## src/rtl/i2c_line_conditioner.sv

```systemverilog
// i2c_line_conditioner
// Front end of the I2C EEPROM slave. Each raw pad line goes through a
// 2-flop synchroniser and a glitch filter. The filtered levels are then
// turned into single-cycle event pulses for the downstream bit/byte FSM.
// The block also tracks whether the bus is busy and aborts a stalled
// transfer with a timeout pulse.
//
// Ports:
//   clk        system clock
//   reset      asynchronous active-high reset (idle bus state)
//   scl_in     raw SCL from pad
//   sda_in     raw SDA from pad
//   scl_f      filtered SCL level
//   sda_f      filtered SDA level
//   scl_rise   1-cycle pulse on filtered SCL 0->1
//   scl_fall   1-cycle pulse on filtered SCL 1->0
//   start      1-cycle pulse on START, including repeated START
//   rep_start  1-cycle pulse alongside start when the bus was already busy
//   stop       1-cycle pulse on STOP
//   bus_busy   high between START and STOP/timeout
//   timeout    1-cycle pulse when a busy bus sees no SCL edge for too long
module i2c_line_conditioner #(
  parameter int FILTER_LEN     = 3,
  parameter int TIMEOUT_CYCLES = 50000
) (
  input  logic clk,
  input  logic reset,
  input  logic scl_in,
  input  logic sda_in,
  output logic scl_f,
  output logic sda_f,
  output logic scl_rise,
  output logic scl_fall,
  output logic start,
  output logic rep_start,
  output logic stop,
  output logic bus_busy,
  output logic timeout
);

  localparam int FCW = (FILTER_LEN > 1) ? $clog2(FILTER_LEN) : 1;
  localparam int TCW = (TIMEOUT_CYCLES > 1) ? $clog2(TIMEOUT_CYCLES) : 1;
  localparam logic [FCW-1:0] F_LAST = FCW'(FILTER_LEN - 1);
  localparam logic [TCW-1:0] T_LAST = TCW'(TIMEOUT_CYCLES - 1);

  typedef enum logic {BUS_IDLE, BUS_BUSY} bus_state_t;

  logic           scl_s1, scl_s2, sda_s1, sda_s2;
  logic [FCW-1:0] scl_cnt, sda_cnt;
  logic           scl_f_prev, sda_f_prev;
  logic           scl_edge, start_det, stop_det;
  bus_state_t     bus_state, bus_next;
  logic [TCW-1:0] to_cnt, to_cnt_next;
  logic           timeout_next, rep_start_next;

  // Two-flop synchronisers. They reset high so that an idle bus stays
  // quiet when reset is released.
  always_ff @(posedge clk or posedge reset) begin
    if (reset) begin
      scl_s1 <= 1'b1;
      scl_s2 <= 1'b1;
      sda_s1 <= 1'b1;
      sda_s2 <= 1'b1;
    end else begin
      scl_s1 <= scl_in;
      scl_s2 <= scl_s1;
      sda_s1 <= sda_in;
      sda_s2 <= sda_s1;
    end
  end

  // SCL glitch filter: the synchronised level must disagree with the
  // filtered level for FILTER_LEN consecutive clocks before it is taken.
  // A single agreeing sample restarts the count.
  always_ff @(posedge clk or posedge reset) begin
    if (reset) begin
      scl_f   <= 1'b1;
      scl_cnt <= '0;
    end else if (scl_s2 != scl_f) begin
      if (scl_cnt == F_LAST) begin
        scl_f   <= scl_s2;
        scl_cnt <= '0;
      end else begin
        scl_cnt <= scl_cnt + FCW'(1);
      end
    end else begin
      scl_cnt <= '0;
    end
  end

  // SDA glitch filter, identical in behaviour to the SCL one.
  always_ff @(posedge clk or posedge reset) begin
    if (reset) begin
      sda_f   <= 1'b1;
      sda_cnt <= '0;
    end else if (sda_s2 != sda_f) begin
      if (sda_cnt == F_LAST) begin
        sda_f   <= sda_s2;
        sda_cnt <= '0;
      end else begin
        sda_cnt <= sda_cnt + FCW'(1);
      end
    end else begin
      sda_cnt <= '0;
    end
  end

  // START/STOP need SCL high in both samples. That requirement also
  // suppresses them when SCL and SDA move in the same cycle, so only the
  // SCL edge is reported in that case.
  assign scl_edge  = scl_f ^ scl_f_prev;
  assign start_det = scl_f & scl_f_prev & sda_f_prev & ~sda_f;
  assign stop_det  = scl_f & scl_f_prev & ~sda_f_prev & sda_f;

  // Bus state and timeout counter, next-state logic.
  // Priority while busy: a START keeps the bus busy, then a STOP frees it,
  // then any SCL edge restarts the stall count. Only when none of these
  // happens does the counter advance. A STOP on the terminal count
  // therefore frees the bus without raising a timeout.
  always_comb begin
    bus_next       = bus_state;
    to_cnt_next    = '0;
    timeout_next   = 1'b0;
    rep_start_next = 1'b0;
    case (bus_state)
      BUS_IDLE: begin
        if (start_det) bus_next = BUS_BUSY;
      end
      BUS_BUSY: begin
        if (start_det) begin
          rep_start_next = 1'b1;
        end else if (stop_det) begin
          bus_next = BUS_IDLE;
        end else if (!scl_edge) begin
          if (to_cnt == T_LAST) begin
            bus_next     = BUS_IDLE;
            timeout_next = 1'b1;
          end else begin
            to_cnt_next = to_cnt + TCW'(1);
          end
        end
      end
      default: bus_next = BUS_IDLE;
    endcase
  end

  // Registered events, bus state, and the previous filtered levels that
  // the edge detection compares against.
  always_ff @(posedge clk or posedge reset) begin
    if (reset) begin
      bus_state  <= BUS_IDLE;
      to_cnt     <= '0;
      scl_f_prev <= 1'b1;
      sda_f_prev <= 1'b1;
      scl_rise   <= 1'b0;
      scl_fall   <= 1'b0;
      start      <= 1'b0;
      rep_start  <= 1'b0;
      stop       <= 1'b0;
      timeout    <= 1'b0;
    end else begin
      bus_state  <= bus_next;
      to_cnt     <= to_cnt_next;
      scl_f_prev <= scl_f;
      sda_f_prev <= sda_f;
      scl_rise   <= scl_f & ~scl_f_prev;
      scl_fall   <= ~scl_f & scl_f_prev;
      start      <= start_det;
      rep_start  <= rep_start_next;
      stop       <= stop_det;
      timeout    <= timeout_next;
    end
  end

  assign bus_busy = (bus_state == BUS_BUSY);

endmodule

```

## config.mk

```make
export PLATFORM = sky130hd
export DESIGN_NAME = i2c_line_conditioner
export DESIGN_NICKNAME = d
export VERILOG_FILES = /design/src/rtl/i2c_line_conditioner.sv
export SDC_FILE = /design/constraint.sdc
export NUM_CORES = 1
export LEC_CHECK = 0
export BUFFER_PORTS_ARGS = -buffer_cell sky130_fd_sc_hd__buf_2
export CORE_MARGIN = 2
export CORE_UTILIZATION = 40
export CTS_CLUSTER_DIAMETER = 50
export DETAILED_ROUTE_END_ITERATION = 12
export PLACE_DENSITY_LB_ADDON = 0.3
export SLEW_MARGIN = 20
export SYNTH_ARGS = -nofsm -noshare
export SYNTH_HDL_FRONTEND = slang
export SYNTH_SLANG_ARGS = --single-unit
```

## constraint.sdc

```tcl
create_clock -name clk -period 1.95 [get_ports clk]
set_input_delay 0 -clock clk [delete_from_list [all_inputs] [get_ports clk]]
set_output_delay 0 -clock clk [all_outputs]
set_load 0.01 [all_outputs]
```

---- Yosys cells after proc, flatten, opt, wreduce, memory -nomap -nowiden ----
Index checks and enable logic that the tools add are counted.
word-level totals
  output and inout port bits .............. 9
  register bits ........................... 35
operators by class
  add/subtract/negate cells ............... 3
  equal/unequal tests ..................... 5
  bitwise gates (word level) .............. 13
  reduce and logical (&&, ||, !) cells .... 2
  mux-type cells .......................... 21
operators by type and width
  operator                                                          count
  16-bit 2-to-1 mux                                                 5
  16-bit by 1-bit adder with 16-bit output (second input constant)  1
  16-bit == test (second input constant)                            1
  1-bit 2-to-1 mux                                                  11
  2-bit 2-to-1 mux                                                  4
  1-bit AND                                                         7
  1-bit NOT                                                         5
  2-bit by 1-bit adder with 2-bit output (second input constant)    2
  2-bit == test (second input constant)                             2
  2-bit AND reduction                                               2
  1-bit inequality test                                             2
  1-bit case mux with 2 select lines                                1
  1-bit XOR                                                         1

---- Logic depth before layout (Yosys ltp) ----
Gate-level depths: netlist of the first run.
  depth in word-level cells ............... 6
  mapped depth ............................ 8

---- Least setup slack after synthesis of the first run ----
Ideal clock, no wire load.
  path type ............................... register to register
  start ................................... register scl_f
  end ..................................... register to_cnt[13]
  setup time .............................. 0.071 ns
  cell stages (with the launch flop) ...... 9
  period minus slack after synthesis ...... 1.768 ns
  arrival time ............................ 1.696 ns
  setup slack ............................. 0.182 ns
  required time ........................... 1.879 ns
  cells stage by stage .................... dfstp_2 > inv_1 > ha_1 > nand2_1 > a21o_1 > or2_1 > buf_6 > buf_8 > nor2_1
between the ends
  cells in the longest elaborated chain, start to end .. 6
ends and longest elaborated chain
  what                    line      text
  start, declared         30        output logic scl_f,
  start signal, assigned  81        scl_f <= scl_s2;
  1-bit AND               112, 113
  1-bit AND (2 in a row)  113       assign stop_det = scl_f & scl_f_prev & ~sda_f_prev & sda_f;
  16-bit 2-to-1 mux       132       end else if (stop_det) begin
  16-bit 2-to-1 mux *     130       if (start_det) begin
  16-bit 2-to-1 mux *     125       case (bus_state)
  net to_cnt_next[13]     53        logic [TCW-1:0] to_cnt, to_cnt_next;
  end signal, assigned    163       to_cnt <= to_cnt_next;
  end, declared           53
Mark *: on every way through the listed nets, which the timed path passes. The rest lies on a longest branch.
A chain may end at the register's enable or synchronous reset.

---- Worst setup path in the final report of the first run ----
Ends and elaborated chain as after synthesis.

==> results of run 1 <==
-- metrics by stage --
| stage | instance area [µm²] | util |
|---|---|---|
| after global placement | 1580 | 0.437 |
| after floorplan | 1470 | - |
| final | 1690 | 0.470 |
| after global routing | 1690 | 0.470 |
| after CTS | 1690 | 0.470 |
| after detailed placement | 1580 | 0.437 |
-- logic make-up after synthesis --
| logic type | Yosys count |
|---|---|
| simple gates | 56 |
| flops | 35 |
| xor+xnor | 17 |
| buf+inv | 9 |
| compound gates | 4 |
| fa+ha+maj | 4 |
| mux | 1 |
-- final cells by class --
cell class	instances	area [µm²]	share of cell area
flip-flops and latches	35	886	0.523
multi-input cells	82	536	0.316
repair buffers	16	97.6	0.0576
clock buffers	5	68.8	0.0406
well taps	48	60.1	0.0355
inverters	7	26.3	0.0155
clock inverters	3	20.0	0.0118
-- what timing repair did --
item	CTS	global route
resized for setup	0	1
hold buffers	3	0
setup endpoints to repair	0	3
setup buffers	0	0
endpoints found under the hold margin	29	0
-- power by group --
group          internal [mW]  switching (mW)
Sequential             0.884           0.103
Clock                  0.248           0.264
Combinational          0.172           0.215
-- tightest hold or removal path, cell delays in order --
cell and delay, ns:
dlygate4sd3_1 0.53, buf_2 0.11, inv_1 0.04, buf_4 0.37
-- per-layer routing --
layer / wire, µm / share of wire / vias up / track usage
met2: 1060 / 0.47 / 20 / 0.216
met3: 125 / 0.055 / 4 / 0.0660
met1: 1050 / 0.47 / 455 / 0.143
met5: 0 / 0 / - / 0
met4: 23 / 0.010 / 0 / 0.0505
li1: - / - / 457 / -
-- worst paths after layout --
path / endpoint / slack, ns / cells past startpoint
hold reg to reg: sda_s2 / 0.36 / 0
setup reg to reg: to_cnt[13] / 0.13 / 6
hold / removal: to_cnt[6] / 0.34 / 4
min in group clk: scl_s1 / 0.35 / 2
max in group asynchronous: sda_s1 / 1.28 / 4
setup / recovery: to_cnt[13] / 0.13 / 6
-- registers in the layout (all words and copies together), names as in the netlist --
| register | flops |
|---|---|
| to_cnt | 16 |
| scl_cnt | 2 |
| sda_cnt | 2 |
| bus_busy | 1 |
| rep_start | 1 |
| scl_f | 1 |
| scl_f_prev | 1 |
| scl_fall | 1 |
| scl_rise | 1 |
| scl_s1 | 1 |
| scl_s2 | 1 |
| sda_f | 1 |
| sda_f_prev | 1 |
| sda_s1 | 1 |
| sda_s2 | 1 |
| start | 1 |
| stop | 1 |
| timeout | 1 |
-- placed cells by master (no fill, tap or decap) --
| cell | n |
|---|---|
| nand3_1 | 5 |
| and4b_1 | 1 |
| and4_4 | 1 |
| nand4_2 | 1 |
| nor3b_1 | 1 |
| clkinv_2 | 1 |
| nand4_1 | 2 |
| dfrtp_1 | 27 |
| nand2_1 | 6 |
| clkbuf_8 | 5 |
| mux2_2 | 1 |
| ha_1 | 4 |
| buf_4 | 1 |
| a31o_2 | 1 |
| clkinvlp_4 | 2 |
| and3b_1 | 1 |
| buf_2 | 12 |
| nor2_1 | 20 |
| and2_1 | 1 |
| dlygate4sd3_1 | 3 |
| inv_1 | 7 |
| a21o_1 | 2 |
| a21oi_1 | 1 |
| xor2_1 | 3 |
| dfstp_2 | 8 |
| nor3_1 | 6 |
| nor2b_1 | 3 |
| or2_2 | 1 |
| and4bb_1 | 1 |
| nor4_1 | 5 |
| xnor2_1 | 14 |
| and3_1 | 1 |
==> impl_metrics.json, run 1 <==
{
  "outcome": "finished, final reports clean",
  "synth_area_mm2": 0.00147,
  "crit_path_cell_trace": "inv_1, ha_1, nand2_1, a21o_1, or2_2, nor2_1",
  "synth_xor_area_frac": 0.101,
  "critical-path-top-delay-family": "simple AND/OR/NAND/NOR gates",
  "ys_seq_area_frac": 0.601,
  "fin_ws_ns": 0.129,
  "cts_made_buffers": 5,
  "synth_edf_count": 0,
  "ys.flop_type": "dfrtp_1",
  "worstSetupPathType": "reg2reg",
  "maxCapViolations": 0,
  "cts_tree": "built",
  "cp-startpoint": "scl_f",
  "gp_congestion": 0.837,
  "antenna_found_initial": 0,
  "diodes": 0,
  "rows": 22,
  "first_iter_violations": 30,
  "grt_remaining_overflow": 0,
  "dr.pass1.iters": 4,
  "die_width_um": 64.7,
  "crit_path_end_kind": "flop",
  "io_pins": 13,
  "wl_mm": 2.26,
  "min_path_type": "in2async",
  "critPathBufInv": 1,
  "worstSkewPairLatency_ns": 0.29,
  "finalNonFillerCells": 196,
  "yosysMostFrequentCell": "dfrtp_1",
  "cp.arrival_ns": 2.04,
  "synth_warnings": 0,
  "skew_ns": 0.00773,
  "finalHoldViolCount": 0,
  "synth-simple-area-share": 0.201,
  "synth_top_area_share": 0.458,
  "p_per_area_mw_per_mm2": 1110,
  "coreArea_mm2": 0.00361,
  "via_per_inst": 4.78,
  "synth_compound_area_frac": 0.0195,
  "grt_pass1_wl_mm": 4.07,
  "crit_fanout": 15,
  "cts_max_level": 2,
  "detail-route-antenna-nets": 0,
  "cpMaxStageDelayCell": "dfstp_2",
  "synth.area.top_cells": "dfrtp_1 46%, dfstp_2 14%, xnor2_1 8.3%",
  "leakagePower_nw": 0.749,
  "cts.sinks": 35,
  "holdWs_ns": 0.338,
  "post-route-drc-count": 0,
  "start_kind": "flop",
  "drive_above_1_share": 0.230,
  "critPathMaxStageDelay_ns": 0.59,
  "synth_top_area_cell": "dfrtp_1",
  "ys_ff_latch": 35,
  "dp.cells": 185,
  "path_clk_slew_ns": 0.07,
  "start_util": 0.409,
  "clockBufferDepth": 2,
  "area_delta_synth_final_pct": 14.9,
  "io_buffers": 12,
  "dieArea_mm2": 0.00419,
  "routedWlPerCell_um": 11.5,
  "grt_max_degree": 36,
  "synth_top_family_by_area": "simple AND/OR/NAND/NOR gates",
  "synth_cell_types": 28,
  "timing.final.crit_share": 0.934,
  "r2r-start": "scl_f",
  "fillCellCount": 336,
  "dp_hpwl_mm": 1.48,
  "syn_nets": 134,
  "synth.mux.area_fraction": 0.00764,
  "fin_crit_ns": 1.82,
  "synth-adder-area-share": 0.0340,
  "synthArstFlopShare": 1.00,
  "nNetsFinal": 155,
  "die_h_um": 64.7,
  "power.total_mw": 1.89,
  "rsz0062_at_grt": "no",
  "setup_tns_ns": 0,
  "grt_pass1_vias": 978,
  "place_ws_ns": 0.125,
  "vias": 936,
  "avgSynthCellArea_um2": 11.7,
  "finalSetupViolCount": 0,
  "slew_headroom": 0.718,
  "clockRootBuffer": "clkbuf_8",
  "grt_usage": 0.131,
  "tightest_slew_ns": 0.423,
  "crit_required_ns": 2.16,
  "report.final.slew_viol_count": 0,
  "synth_commonest_cells": "27 x dfrtp_1, 20 x nor2_1, 14 x xnor2_1",
  "maxClockFrequency_mhz": 549,
  "syn-instance-count": 126,
  "vdd_drop_max_mv": 0.434
}
Note: power is estimated with default switching activity, not from simulation.
==> run 2: changes to the inputs <==
--- a/config.mk
+++ b/config.mk
@@ -5,6 +5,7 @@
 export SDC_FILE = /design/constraint.sdc
 export NUM_CORES = 1
 export LEC_CHECK = 0
+export ABC_AREA = 1
 export BUFFER_PORTS_ARGS = -buffer_cell sky130_fd_sc_hd__buf_2
 export CORE_MARGIN = 2
 export CORE_UTILIZATION = 40
==> impl_metrics.json, run 2 <==
{
  "io_buffers": 12,
  "area_delta_synth_final_pct": 17.1,
  "dp_hpwl_mm": 1.84,
  "r2r_slack_ns": 0.21,
  "post_dp_cell_area_mm2": 0.00169,
  "synth_top_area_share": 0.432,
  "synth_area_mm2": 0.00156,
  "vdd_drop_max_mv": 0.533,
  "io_pins": 13,
  "place_ws_ns": 0.231,
  "slew_headroom": 0.718,
  "worstSkewPairLatency_ns": 0.29,
  "fin_crit_ns": 1.74,
  "routedWlPerCell_um": 10.6,
  "cts_setup_buffers": 0,
  "synth_top_area_cell": "dfrtp_1",
  "regToRegEndpoint": "to_cnt[7]",
  "dr.pass1.iters": 4,
  "finalNonFillerCells": 244,
  "grt_pass1_wl_mm": 4.54,
  "start_kind": "flop",
  "clkPwrFrac": 0.289,
  "gp_congestion": 0.777,
  "drive_above_1_share": 0.184,
  "largest_register_ffs": 16,
  "synth.area.top_cells": "dfrtp_1 43%, dfstp_2 13%, nand2_1 8.6%",
  "skew_ns": 0.00794,
  "dieArea_mm2": 0.00443,
  "avgSynthCellArea_um2": 9.09,
  "path_clk_slew_ns": 0.07,
  "rows": 22,
  "syn-instance-count": 172,
  "cts.sinks": 35,
  "grt_pass1_vias": 1092,
  "synth_warnings": 0,
  "syn_nets": 180,
  "cts_made_buffers": 5,
  "regMostFlops": "to_cnt",
  "holdWs_ns": 0.334,
  "p_per_area_mw_per_mm2": 1210,
  "power_switching_share": 0.320,
  "finalHoldViolCount": 0,
  "layout_common_cells": "36 x nand2_1, 35 x nor2_1, 27 x dfrtp_1",
  "outcome": "finished, final reports clean",
  "rsz0062_at_grt": "no",
  "reg.largest.list": "to_cnt x16, scl_cnt x2, sda_cnt x2",
  "clockBufferDepth": 2,
  "die_h_um": 66.5,
  "timing.final.crit_share": 0.891,
  "start_util": 0.421,
  "setup_tns_ns": 0,
  "crit_path_end_kind": "flop",
  "crit_required_ns": 2.17,
  "utilization": 0.493,
  "r2r-start": "scl_f",
  "leakagePower_nw": 0.845,
  "maxCapViolations": 0,
  "die_width_um": 66.5,
  "yosysMostFrequentCell": "nand2_1",
  "synth_edf_count": 0,
  "clockRootBuffer": "clkbuf_8",
  "cp.arrival_ns": 1.96,
  "diodes": 0,
  "reg2reg_depth": 7,
  "detail-route-antenna-nets": 0,
  "layout_commonest_cell": "nand2_1",
  "dp.cells": 233,
  "maxClockFrequency_mhz": 576,
  "ys_seq_area_frac": 0.566,
  "switching_power_uw": 710,
  "power.total_mw": 2.22,
  "fin_area_mm2": 0.00183,
  "via_per_inst": 4.66,
  "synth_cell_types": 23,
  "setup.worst_path.end": "to_cnt[7]",
  "worstSetupPathType": "reg2reg",
  "synthArstFlopShare": 1.00,
  "vias": 1137,
  "nNetsFinal": 203,
  "cp-startpoint": "scl_f",
  "ys_ff_latch": 35,
  "p_int_mw": 1.51,
  "tightest_slew_ns": 0.423,
  "p_seq_frac": 0.453,
  "crit_fanout": 9,
  "min_path_type": "in2async",
  "report.final.slew_viol_count": 0,
  "post-route-drc-count": 0,
  "grt_remaining_overflow": 0,
  "coreArea_mm2": 0.00372,
  "grt_usage": 0.140,
  "finalSetupViolCount": 0,
  "ys.flop_type": "dfrtp_1",
  "fin_ws_ns": 0.213,
  "cts_max_level": 2,
  "pwr-share-comb": 0.258,
  "wl_mm": 2.59,
  "grt_max_degree": 36,
  "synth_commonest_cells": "36 x nand2_1, 35 x nor2_1, 27 x dfrtp_1",
  "cts_tree": "built",
  "antenna_found_initial": 0,
  "first_iter_violations": 38
}
run 2: changes by cell type in the layout (fill, tap and decap cells not counted), sizes merged, moves of 3 or more:
cell | before | now
a21oi | 1 | 5
nand3 | 5 | 8
xnor2 | 14 | 3
nor4 | 5 | 0
nor2 | 20 | 38
nor2b | 3 | 0
nand2 | 6 | 36
inv | 7 | 24
run 2: power by group through the flow:
stage	clock network (mW)	registers (mW)	logic (mW)
finish	0.641	1.01	0.572
global route	0.677	1.03	0.660
CTS	0.656	1.01	0.581
detailed placement	0	1.02	0.573
global placement	0	1.01	0.556
floorplan	0	1.04	0.384
run 2: per-layer routing:
metal  global-route usage  part of all wire  wire, µm  up-vias
met3               0.0372             0.034        88        7
met4                0.107             0.030        78        0
met2                0.196              0.45      1160       19
met5                    0                 0         0        -
li1                     -                 -         -      578
met1                0.184              0.49      1260      533
run 2: timing repair:
action,4_1_cts,5_1_grt
endpoints found under the hold margin,29,0
resized for setup,0,0
hold buffers,3,0
run 2: worst min path at each step:
stage / startpoint / to / cells after the start
after global placement: reset / sda_cnt[0] / 3
after floorplan: scl_in / scl_s1 / 0
after CTS: reset / bus_busy / 4
final: reset / sda_cnt[0] / 4
after global routing: sda_in / sda_s1 / 2
after detailed placement: scl_in / scl_s1 / 1
run 2: critical path: stages (launching register included):
cell,delay [ns]
dfstp_2,0.59
inv_1,0.08
ha_1,0.29
nand2_1,0.05
nand3b_4,0.16
a21oi_4,0.27
inv_2,0.11
nor2_1,0.11
run 2: area by class of cell:
class | instances | area, µm²
fillers | 348 | 1880
inverters | 24 | 90.1
multi-input cells | 113 | 588
clock inverters | 2 | 37.5
repair buffers | 16 | 97.6
well taps | 48 | 60.1
clock buffers | 6 | 72.6
flip-flops and latches | 35 | 886
run 2: kinds of logic (layout without fill, tap and decap cells):
family | count (synthesis) | in the layout | share of synthesized area
AND/OR/NAND/NOR | 92 | 92 | 0.262
buffers and inverters | 24 | 48 | 0.0576
AO/OA/AOI/OAI | 10 | 10 | 0.0432
XOR/XNOR | 7 | 7 | 0.0392
flip-flops | 35 | 35 | 0.566
adder cells (fa/ha/maj) | 4 | 4 | 0.0320
==> run 3: changes to the inputs <==
--- a/config.mk
+++ b/config.mk
@@ -7,7 +7,8 @@
 export LEC_CHECK = 0
 export ABC_AREA = 1
 export BUFFER_PORTS_ARGS = -buffer_cell sky130_fd_sc_hd__buf_2
-export CORE_MARGIN = 2
+export CORE_ASPECT_RATIO = 1.75
+export CORE_MARGIN = 1.5
 export CORE_UTILIZATION = 40
 export CTS_CLUSTER_DIAMETER = 50
 export DETAILED_ROUTE_END_ITERATION = 12
==> impl_metrics.json, run 3 (synthesis gave the netlist of run 2 again) <==
{
  "grt_remaining_overflow": 0,
  "via_per_inst": 4.78,
  "vias": 1151,
  "rows": 29,
  "path_clk_slew_ns": 0.07,
  "worstSetupPathType": "reg2reg",
  "finalSetupViolCount": 0,
  "cts_made_buffers": 5,
  "setup_tns_ns": 0,
  "cts.sinks": 35,
  "dr.pass1.iters": 4,
  "post-route-drc-count": 0,
  "switching_power_uw": 700,
  "io_pins": 13,
  "cts_max_level": 2,
  "worstSkewPairLatency_ns": 0.28,
  "start_kind": "flop",
  "finalHoldViolCount": 0,
  "skew_ns": 0.00804,
  "p_int_mw": 1.41,
  "io_buffers": 12,
  "post_dp_cell_area_mm2": 0.00169,
  "vdd_drop_max_mv": 0.516,
  "routedWlPerCell_um": 11.8,
  "start_util": 0.423,
  "clockBufferDepth": 2,
  "fin_area_mm2": 0.00181,
  "fin_ws_ns": 0.212,
  "min_path_type": "in2async",
  "maxCapViolations": 0,
  "pwr-share-comb": 0.274,
  "drive_above_1_share": 0.185,
  "holdWs_ns": 0.354,
  "leakagePower_nw": 0.840,
  "grt_max_degree": 36,
  "tightest_slew_ns": 0.430,
  "gp_congestion": 0.840,
  "largest_register_ffs": 16,
  "grt_pass1_vias": 1151,
  "diodes": 0,
  "clockRootBuffer": "clkbuf_8",
  "die_width_um": 50.3,
  "cts_setup_buffers": 0,
  "critPathBufInv": 2,
  "area_delta_synth_final_pct": 15.5,
  "fin_crit_ns": 1.74,
  "rsz0062_at_grt": "no",
  "crit_path_end_kind": "flop",
  "antenna_found_initial": 0,
  "power_switching_share": 0.333,
  "nNetsFinal": 203,
  "dieArea_mm2": 0.00431,
  "critPathMaxStageDelay_ns": 0.59,
  "crit_fanout": 9,
  "layout_common_cells": "36 x nand2_1, 35 x nor2_1, 27 x dfrtp_1",
  "p_seq_frac": 0.480,
  "dp_hpwl_mm": 2.15,
  "wl_mm": 2.84,
  "detail-route-antenna-nets": 0,
  "timing.final.crit_share": 0.892,
  "critical-path-top-delay-family": "flip-flops",
  "crit_path_cell_trace": "inv_1, ha_1, nand2_1, nand3b_4, a21oi_4, inv_2, nor2_1",
  "maxClockFrequency_mhz": 575,
  "layout_commonest_cell": "nand2_1",
  "cpMaxStageDelayCell": "dfstp_2",
  "grt_usage": 0.154,
  "reg.largest.list": "to_cnt x16, scl_cnt x2, sda_cnt x2",
  "report.final.slew_viol_count": 0,
  "slew_headroom": 0.713,
  "first_iter_violations": 18,
  "outcome": "finished, final reports clean",
  "p_per_area_mw_per_mm2": 1170,
  "grt_pass1_wl_mm": 4.95,
  "die_h_um": 85.7,
  "regMostFlops": "to_cnt",
  "cts_tree": "built",
  "clkPwrFrac": 0.246,
  "coreArea_mm2": 0.00370,
  "place_ws_ns": 0.217,
  "crit_required_ns": 2.16,
  "cp.arrival_ns": 1.95
}
[run 3: cell count changes in the layout (fill, tap and decap cells not counted), sizes merged]
cell	delta
bufinv	-1
clkinvlp	-1
clkinv	+1
[run 3: worst paths after layout]
check / startpoint / to / slack (ns) / cells after the start
setup reg to reg: scl_f / to_cnt[3] / 0.21 / 7
hold reg to reg: sda_s1 / sda_s2 / 0.36 / 0
max in group asynchronous: reset / scl_s1 / 1.26 / 4
min in group clk: sda_s1 / sda_s2 / 0.36 / 0
setup / recovery: scl_f / to_cnt[3] / 0.21 / 7
hold / removal: reset / to_cnt[12] / 0.35 / 4
[run 3: routing by layer]
layer	share of wire	vias to the layer above	global-route usage
met5	0	-	0
met4	0.018	0	0.0960
li1	-	578	-
met3	0.026	6	0.0366
met1	0.39	546	0.152
met2	0.57	21	0.278
[run 3: metrics by stage]
step	instances	util	total power, mW
2_1_floorplan	172	-	1.42
3_3_place_gp	231	0.456	1.57
3_5_place_dp	231	0.456	1.61
4_1_cts	241	0.488	2.14
5_1_grt	241	0.488	2.26
6_report	241	0.488	2.11
[run 3: worst reg2reg max path, cell delays in order, from the launching register on]
cell,delay [ns]
dfstp_2,0.59
inv_1,0.07
ha_1,0.29
nand2_1,0.05
nand3b_4,0.17
a21oi_4,0.26
inv_2,0.12
nor2_1,0.12
[run 3: cell type report]
cell class	instances	area, µm²
fillers	369	1890
flip-flops and latches	35	886
multi-input cells	113	588
repair buffers	16	97.6
inverters	24	90.1
clock buffers	6	82.6
well taps	46	57.6
clock inverters	1	5.00
[run 3: timing repair]
action                                 in CTS  in global routing
setup endpoints to repair                   0                  0
endpoints found under the hold margin      29                  0
hold buffers                                3                  0
resized for setup                           0                  0
[run 3: power by group through the flow]
stage               registers, mW  logic, mW  clock network (mW)
floorplan                    1.04      0.384                   0
global placement             1.01      0.562                   0
detailed placement           1.03      0.585                   0
CTS                          1.01      0.592               0.534
global route                 1.03      0.669               0.562
finish                       1.01      0.577               0.517
